[config.mk]
export PLATFORM = sky130hd
export DESIGN_NAME = assert_ctrl_responder
export DESIGN_NICKNAME = d
export VERILOG_FILES = /design/src/rtl/assert_ctrl_responder.sv
export SDC_FILE = /design/constraint.sdc
export NUM_CORES = 1
export LEC_CHECK = 0
export BUFFER_PORTS_ARGS = -buffer_cell sky130_fd_sc_hd__buf_2
export CAP_MARGIN = 30
export CORE_MARGIN = 2
export CORE_UTILIZATION = 30
export DETAILED_ROUTE_END_ITERATION = 10
export MAX_ROUTING_LAYER = met4
export PLACE_DENSITY = 0.55
export SLEW_MARGIN = 10
export SYNTH_ARGS = -nofsm -noshare
export SYNTH_HDL_FRONTEND = slang
export SYNTH_SLANG_ARGS = --single-unit
[constraint.sdc]
create_clock -name clk -period 4.15 [get_ports clk]
set_clock_uncertainty 0.1 [all_clocks]
set_input_delay 0.6225 -clock clk [delete_from_list [all_inputs] [get_ports clk]]
set_output_delay 0.6225 -clock clk [all_outputs]
set_load 0.02 [all_outputs]
[src/rtl/assert_ctrl_responder.sv]
// ---------------------------------------------------------------------------
// assert_ctrl_responder
//
// Responder for assertion-control commands. It accepts lock / unlock / on /
// off / kill / vacuous-off / vacuous-on commands over a valid/ready channel
// and keeps the per-slot enable, vacuous-pass enable and lock state for up to
// NUM_SLOTS checker instances. It also keeps the three global violation-report
// enables for unique, unique0 and priority decisions. Each accepted command
// produces one response that gives the number of slots affected and flags
// illegal control codes.
//
// Parameters
//   NUM_SLOTS   number of checker slots (1..32)
//   SLOT_ATYPE  packed NUM_SLOTS x 8 assertion-type bits per slot
//               (bit0 concurrent, bit1 simple immediate, bits2-3 deferred,
//               bit4 expect, bits5-7 zero)
//   SLOT_DTYPE  packed NUM_SLOTS x 3 directive bits per slot
//               (bit0 assert, bit1 cover, bit2 assume)
//
// Ports
//   clk, rst_n    clock, asynchronous active-low reset
//   cmd_valid     command valid
//   cmd_ready     responder idle and able to take a command
//   cmd_ctrl      1 LOCK, 2 UNLOCK, 3 ON, 4 OFF, 5 KILL, 11 VACUOUSOFF,
//                 12 VACUOUSON; any other value is illegal
//   cmd_atype     assertion-type mask; bits 7:5 select priority/unique0/unique
//   cmd_dtype     directive-type mask
//   cmd_sel       slot select, all-zero selects every slot
//   slot_en       per-slot checker enable
//   slot_vac_en   per-slot vacuous-pass action enable
//   slot_kill     per-slot one-cycle kill pulse
//   viol_en       {priority, unique0, unique} violation-report enables
//   rsp_valid     response valid, held until rsp_ready
//   rsp_ready     response accepted
//   rsp_hits      number of slots changed or pulsed by the command
//   rsp_err       illegal control code
// ---------------------------------------------------------------------------
module assert_ctrl_responder #(
  parameter int                     NUM_SLOTS  = 8,
  parameter logic [8*NUM_SLOTS-1:0] SLOT_ATYPE = {NUM_SLOTS{8'h01}},
  parameter logic [3*NUM_SLOTS-1:0] SLOT_DTYPE = {NUM_SLOTS{3'b001}},
  localparam int                    HW         = $clog2(NUM_SLOTS + 1)
) (
  input  logic                 clk,
  input  logic                 rst_n,
  input  logic                 cmd_valid,
  output logic                 cmd_ready,
  input  logic [3:0]           cmd_ctrl,
  input  logic [7:0]           cmd_atype,
  input  logic [2:0]           cmd_dtype,
  input  logic [NUM_SLOTS-1:0] cmd_sel,
  output logic [NUM_SLOTS-1:0] slot_en,
  output logic [NUM_SLOTS-1:0] slot_vac_en,
  output logic [NUM_SLOTS-1:0] slot_kill,
  output logic [2:0]           viol_en,
  output logic                 rsp_valid,
  input  logic                 rsp_ready,
  output logic [HW-1:0]        rsp_hits,
  output logic                 rsp_err
);

  localparam logic [3:0] CTRL_LOCK   = 4'd1;
  localparam logic [3:0] CTRL_UNLOCK = 4'd2;
  localparam logic [3:0] CTRL_ON     = 4'd3;
  localparam logic [3:0] CTRL_OFF    = 4'd4;
  localparam logic [3:0] CTRL_KILL   = 4'd5;
  localparam logic [3:0] CTRL_VACOFF = 4'd11;
  localparam logic [3:0] CTRL_VACON  = 4'd12;

  typedef enum logic [1:0] {
    IDLE  = 2'd0,
    APPLY = 2'd1,
    RESP  = 2'd2
  } state_t;

  state_t state;

  // Command fields captured at the handshake; only meaningful in APPLY.
  logic [3:0]           ctrl_p0;
  logic [7:0]           atype_p0;
  logic [2:0]           dtype_p0;
  logic [NUM_SLOTS-1:0] sel_p0;

  logic [NUM_SLOTS-1:0] lock;

  // Next-state values computed from the captured command in APPLY.
  logic [NUM_SLOTS-1:0] match;
  logic [NUM_SLOTS-1:0] eff;
  logic [NUM_SLOTS-1:0] lock_nxt;
  logic [NUM_SLOTS-1:0] en_nxt;
  logic [NUM_SLOTS-1:0] vac_nxt;
  logic [NUM_SLOTS-1:0] kill_nxt;
  logic [2:0]           viol_nxt;
  logic [HW-1:0]        hits_nxt;
  logic                 err_nxt;

  function automatic logic [HW-1:0] popcount(input logic [NUM_SLOTS-1:0] v);
    logic [HW-1:0] c;
    c = '0;
    for (int i = 0; i < NUM_SLOTS; i++) begin
      c = c + HW'(v[i]);
    end
    return c;
  endfunction

  // Capture stage: command fields carry no reset, they are only consumed
  // after a handshake has loaded them.
  always_ff @(posedge clk) begin
    if (state == IDLE && cmd_valid) begin
      ctrl_p0  <= cmd_ctrl;
      atype_p0 <= cmd_atype;
      dtype_p0 <= cmd_dtype;
      sel_p0   <= cmd_sel;
    end
  end

  // Apply stage: slot matching and per-command effect.
  always_comb begin
    match    = '0;
    lock_nxt = lock;
    en_nxt   = slot_en;
    vac_nxt  = slot_vac_en;
    kill_nxt = '0;
    viol_nxt = viol_en;
    hits_nxt = '0;
    err_nxt  = 1'b0;

    for (int i = 0; i < NUM_SLOTS; i++) begin
      match[i] = (|(SLOT_ATYPE[8*i +: 5] & atype_p0[4:0])) &
                 (|(SLOT_DTYPE[3*i +: 3] & dtype_p0)) &
                 ((sel_p0 == '0) | sel_p0[i]);
    end
    // Lock as it stood before this command, so a LOCK never shields itself
    // and an UNLOCK does not open the slot to its own command.
    eff = match & ~lock;

    case (ctrl_p0)
      CTRL_LOCK: begin
        lock_nxt = lock | match;
        hits_nxt = popcount(match);
      end
      CTRL_UNLOCK: begin
        lock_nxt = lock & ~match;
        hits_nxt = popcount(match);
      end
      CTRL_ON: begin
        en_nxt   = slot_en | eff;
        viol_nxt = viol_en | atype_p0[7:5];
        hits_nxt = popcount(eff);
      end
      CTRL_OFF: begin
        en_nxt   = slot_en & ~eff;
        viol_nxt = viol_en & ~atype_p0[7:5];
        hits_nxt = popcount(eff);
      end
      CTRL_KILL: begin
        kill_nxt = eff;
        hits_nxt = popcount(eff);
      end
      CTRL_VACOFF: begin
        vac_nxt  = slot_vac_en & ~eff;
        hits_nxt = popcount(eff);
      end
      CTRL_VACON: begin
        vac_nxt  = slot_vac_en | eff;
        hits_nxt = popcount(eff);
      end
      default: begin
        err_nxt = 1'b1;
      end
    endcase
  end

  // Control FSM with registered handshake, state and response outputs.
  always_ff @(posedge clk or negedge rst_n) begin
    if (!rst_n) begin
      state       <= IDLE;
      cmd_ready   <= 1'b1;
      rsp_valid   <= 1'b0;
      rsp_hits    <= '0;
      rsp_err     <= 1'b0;
      lock        <= '0;
      slot_en     <= '1;
      slot_vac_en <= '1;
      slot_kill   <= '0;
      viol_en     <= 3'b111;
    end else begin
      slot_kill <= '0;
      case (state)
        IDLE: begin
          if (cmd_valid) begin
            cmd_ready <= 1'b0;
            state     <= APPLY;
          end
        end
        APPLY: begin
          lock        <= lock_nxt;
          slot_en     <= en_nxt;
          slot_vac_en <= vac_nxt;
          slot_kill   <= kill_nxt;
          viol_en     <= viol_nxt;
          rsp_hits    <= hits_nxt;
          rsp_err     <= err_nxt;
          rsp_valid   <= 1'b1;
          state       <= RESP;
        end
        RESP: begin
          if (rsp_ready) begin
            rsp_valid <= 1'b0;
            cmd_ready <= 1'b1;
            state     <= IDLE;
          end
        end
        default: begin
          rsp_valid <= 1'b0;
          cmd_ready <= 1'b1;
          state     <= IDLE;
        end
      endcase
    end
  end

endmodule
==> results.tsv <==
metric	value	unit
run_status	complete, no violations	
dieArea	10500	µm²
die_w	103	µm
clk_pin_slew	70	ps
synth.avg_cell_area	12.5	µm²
clock-sinks	61	
gr-total-overflow	0	
yosys_warnings	0	
grt_max_degree	33	
synth_area	2920	µm²
start_kind	register	
drtIter0Drc	85	
cts_tree	done	
worstSetupEndpointType	register	
syn_nets	274	
period_share	0.958	
slew_headroom	0.634	
path_max_fanout	4	
hold_class	in -> async	
io_buffer_count	54	
cts_buffers	9	
swShare	0.347	
ir_worst_vdd	0.000179	V
gp_congestion	0.770	
clock.fmax	0.252	GHz
nets	352	
path_class	reg -> reg	
wirelength	6.60	mm
initial_core_util	0.304	
ys_ff_latch	61	
synth_cell_types	37	
clock-root-buffer	clkbuf_8	
wl_per_cell	14.7	µm
power_frac_clock	0.244	
grt_pass1_wl	10.4	mm
final_core_util	0.385	
die_h	103	µm
h-tree-depth	3	
antenna_left	0	
first_global_vias	2016	
fin_crit	3980	ps
rrSetupSlack	170	ps
diodes	0	
clock_latency	340	ps
intPower	1.38	mW
grt_busiest_layer	met2	
antenna_found_initial	0	
use_met1	0.177	
num_vias	2059	
drtPass1Iterations	4	
io_pins	61	
finalHoldViolCount	0	
rows	36	
globalRouteMet2Util	0.202	
tightest_slew	549	ps
core_region_area	9590	µm²
crit_arrival	4100	ps
p_leak	1.66	nW
combPwrFrac	0.305	
ys_seq_area_frac	0.560	
dp_worst_setup_slack	89.6	ps
pwr-share-seq	0.451	
drv_cap	0	
nFillCells	952	
r2r_cells	13	
dpl.cell_count	424	
slew_violations	0	
fin_cells	449	
power_density	574	nW/µm²
cp_data_required_time	4280	ps
grtUsageMet3	0.0427	
area_growth_syn_to_layout	26.3	%
avgViaCountPerCell	4.59	
setup_violations	0	
cts_buffer_depth	2	
postLayoutSetupSlackWorst	175	ps
drc	0	
grtUsageTotal	0.136	
syn_inst	233	
drive_above_1_share	0.446	
netSwitchingPower	736	µW
dp_hpwl	4.77	mm
worst paths after layout:
path / from / endpoint
max: sel_p0[5] / rsp_hits[2]
min reg2reg: rsp_hits[0] / rsp_hits[0]
min in group clk: cmd_sel[7] / sel_p0[7]
max in group asynchronous: rst_n / asynchronous set/reset pin
min: rst_n / slot_kill[0]
max reg2reg: sel_p0[5] / rsp_hits[2]
what timing repair did:
item | CTS | global route
setup endpoints to repair | 0 | 1
setup buffers | 0 | 9
gates resized for setup | 0 | 6
hold buffers | 0 | 0
worst max-delay path, stage by stage (launching register included):
cell	delay, ps
edfxtp_1	470
nor4_4	400
a21oi_2	120
nor2_2	120
fa_1	440
inv_1	100
fa_1	440
fa_1	510
inv_1	40
ha_1	200
fa_1	390
xor2_1	190
a221oi_2	280
nor2_1	60
routing by layer:
metal	vias to the layer above	routed length, µm
li1	1001	-
met1	1004	3020
met2	46	3170
met3	8	304
met4	0	105
met5	-	0
cell usage in the layout, fill, tap and decap left out, drive strengths merged, types with 3 or more instances in the layout:
cell,n
a21oi,11
buf,70
clkbuf,14
dfrtp,24
dfstp,20
edfxtp,17
fa,8
ha,6
inv,10
mux2,27
nand2,7
nand4,4
nor2,18
nor2b,3
nor3,37
nor3b,3
o211ai,3
o21ai,3
or2,6
or3,3
cells in the mapped netlist, drive strengths merged:
cell type / n / area share
o21ai: 3 / 0.0051
o22a: 1 / 0.0030
nor2: 18 / 0.023
a21o: 2 / 0.0051
mux2: 27 / 0.10
xor2: 2 / 0.0060
and4b: 1 / 0.0034
or3: 3 / 0.0064
nand2: 7 / 0.0090
nand3: 2 / 0.0034
buf: 1 / 0.0026
nor3b: 3 / 0.0094
fa: 8 / 0.055
nor2b: 3 / 0.0064
and2: 2 / 0.0043
or2: 6 / 0.013
a21oi: 11 / 0.019
ha: 6 / 0.026
xnor2: 1 / 0.0030
nand3b: 1 / 0.0026
inv: 10 / 0.013
dfrtp: 24 / 0.21
nor3: 37 / 0.063
o211ai: 3 / 0.011
dfstp: 20 / 0.18
a2bb2oi: 2 / 0.0060
and3b: 1 / 0.0034
edfxtp: 17 / 0.17
a31oi: 1 / 0.0021
a221oi: 1 / 0.0030
nand4: 4 / 0.0086
o31ai: 1 / 0.0026
clkbuf: 2 / 0.0026
nor4: 2 / 0.015
stage by stage:
stage	TNS [ps]	hold slack (ps)	area (µm²)	power, mW
finish	0	70.3	3690	2.12
global route	-3.19	79.5	3690	2.26
CTS	0	78.5	3600	2.12
detailed placement	0	371	3410	1.59
global placement	0	365	3390	1.57
floorplan	0	227	2920	1.36
cell type report:
class,instances,area (µm²),share of cell area
clock buffers,14,153,0.0414
inverters,10,37.5,0.0102
flip-flops and latches,61,1640,0.444
multi-input cells,159,1260,0.341
clock inverters,2,35.0,0.00949
repair buffers,70,403,0.109
well taps,133,166,0.0451
logic make-up (layout without fill, tap and decap cells):
kind of cell | Yosys count | in the layout | synth area share
adders and majority gates | 14 | 14 | 0.0805
AOI/OAI and AO/OA | 25 | 25 | 0.0570
and+or+nand+nor | 90 | 90 | 0.171
DFF | 61 | 61 | 0.560
buffers and inverters | 13 | 96 | 0.0180
muxes | 27 | 27 | 0.104
xor gates and xnor gates | 3 | 3 | 0.00900
power by group through the flow:
stage,sequential (mW),combinational (mW),clock (mW)
after detailed placement,0.973,0.617,0
final,0.956,0.646,0.518
after CTS,0.962,0.619,0.534
after global placement,0.967,0.605,0
after global routing,0.978,0.722,0.565
after floorplan,1.03,0.326,0
No activity file was read; power rests on OpenSTA's default activity.
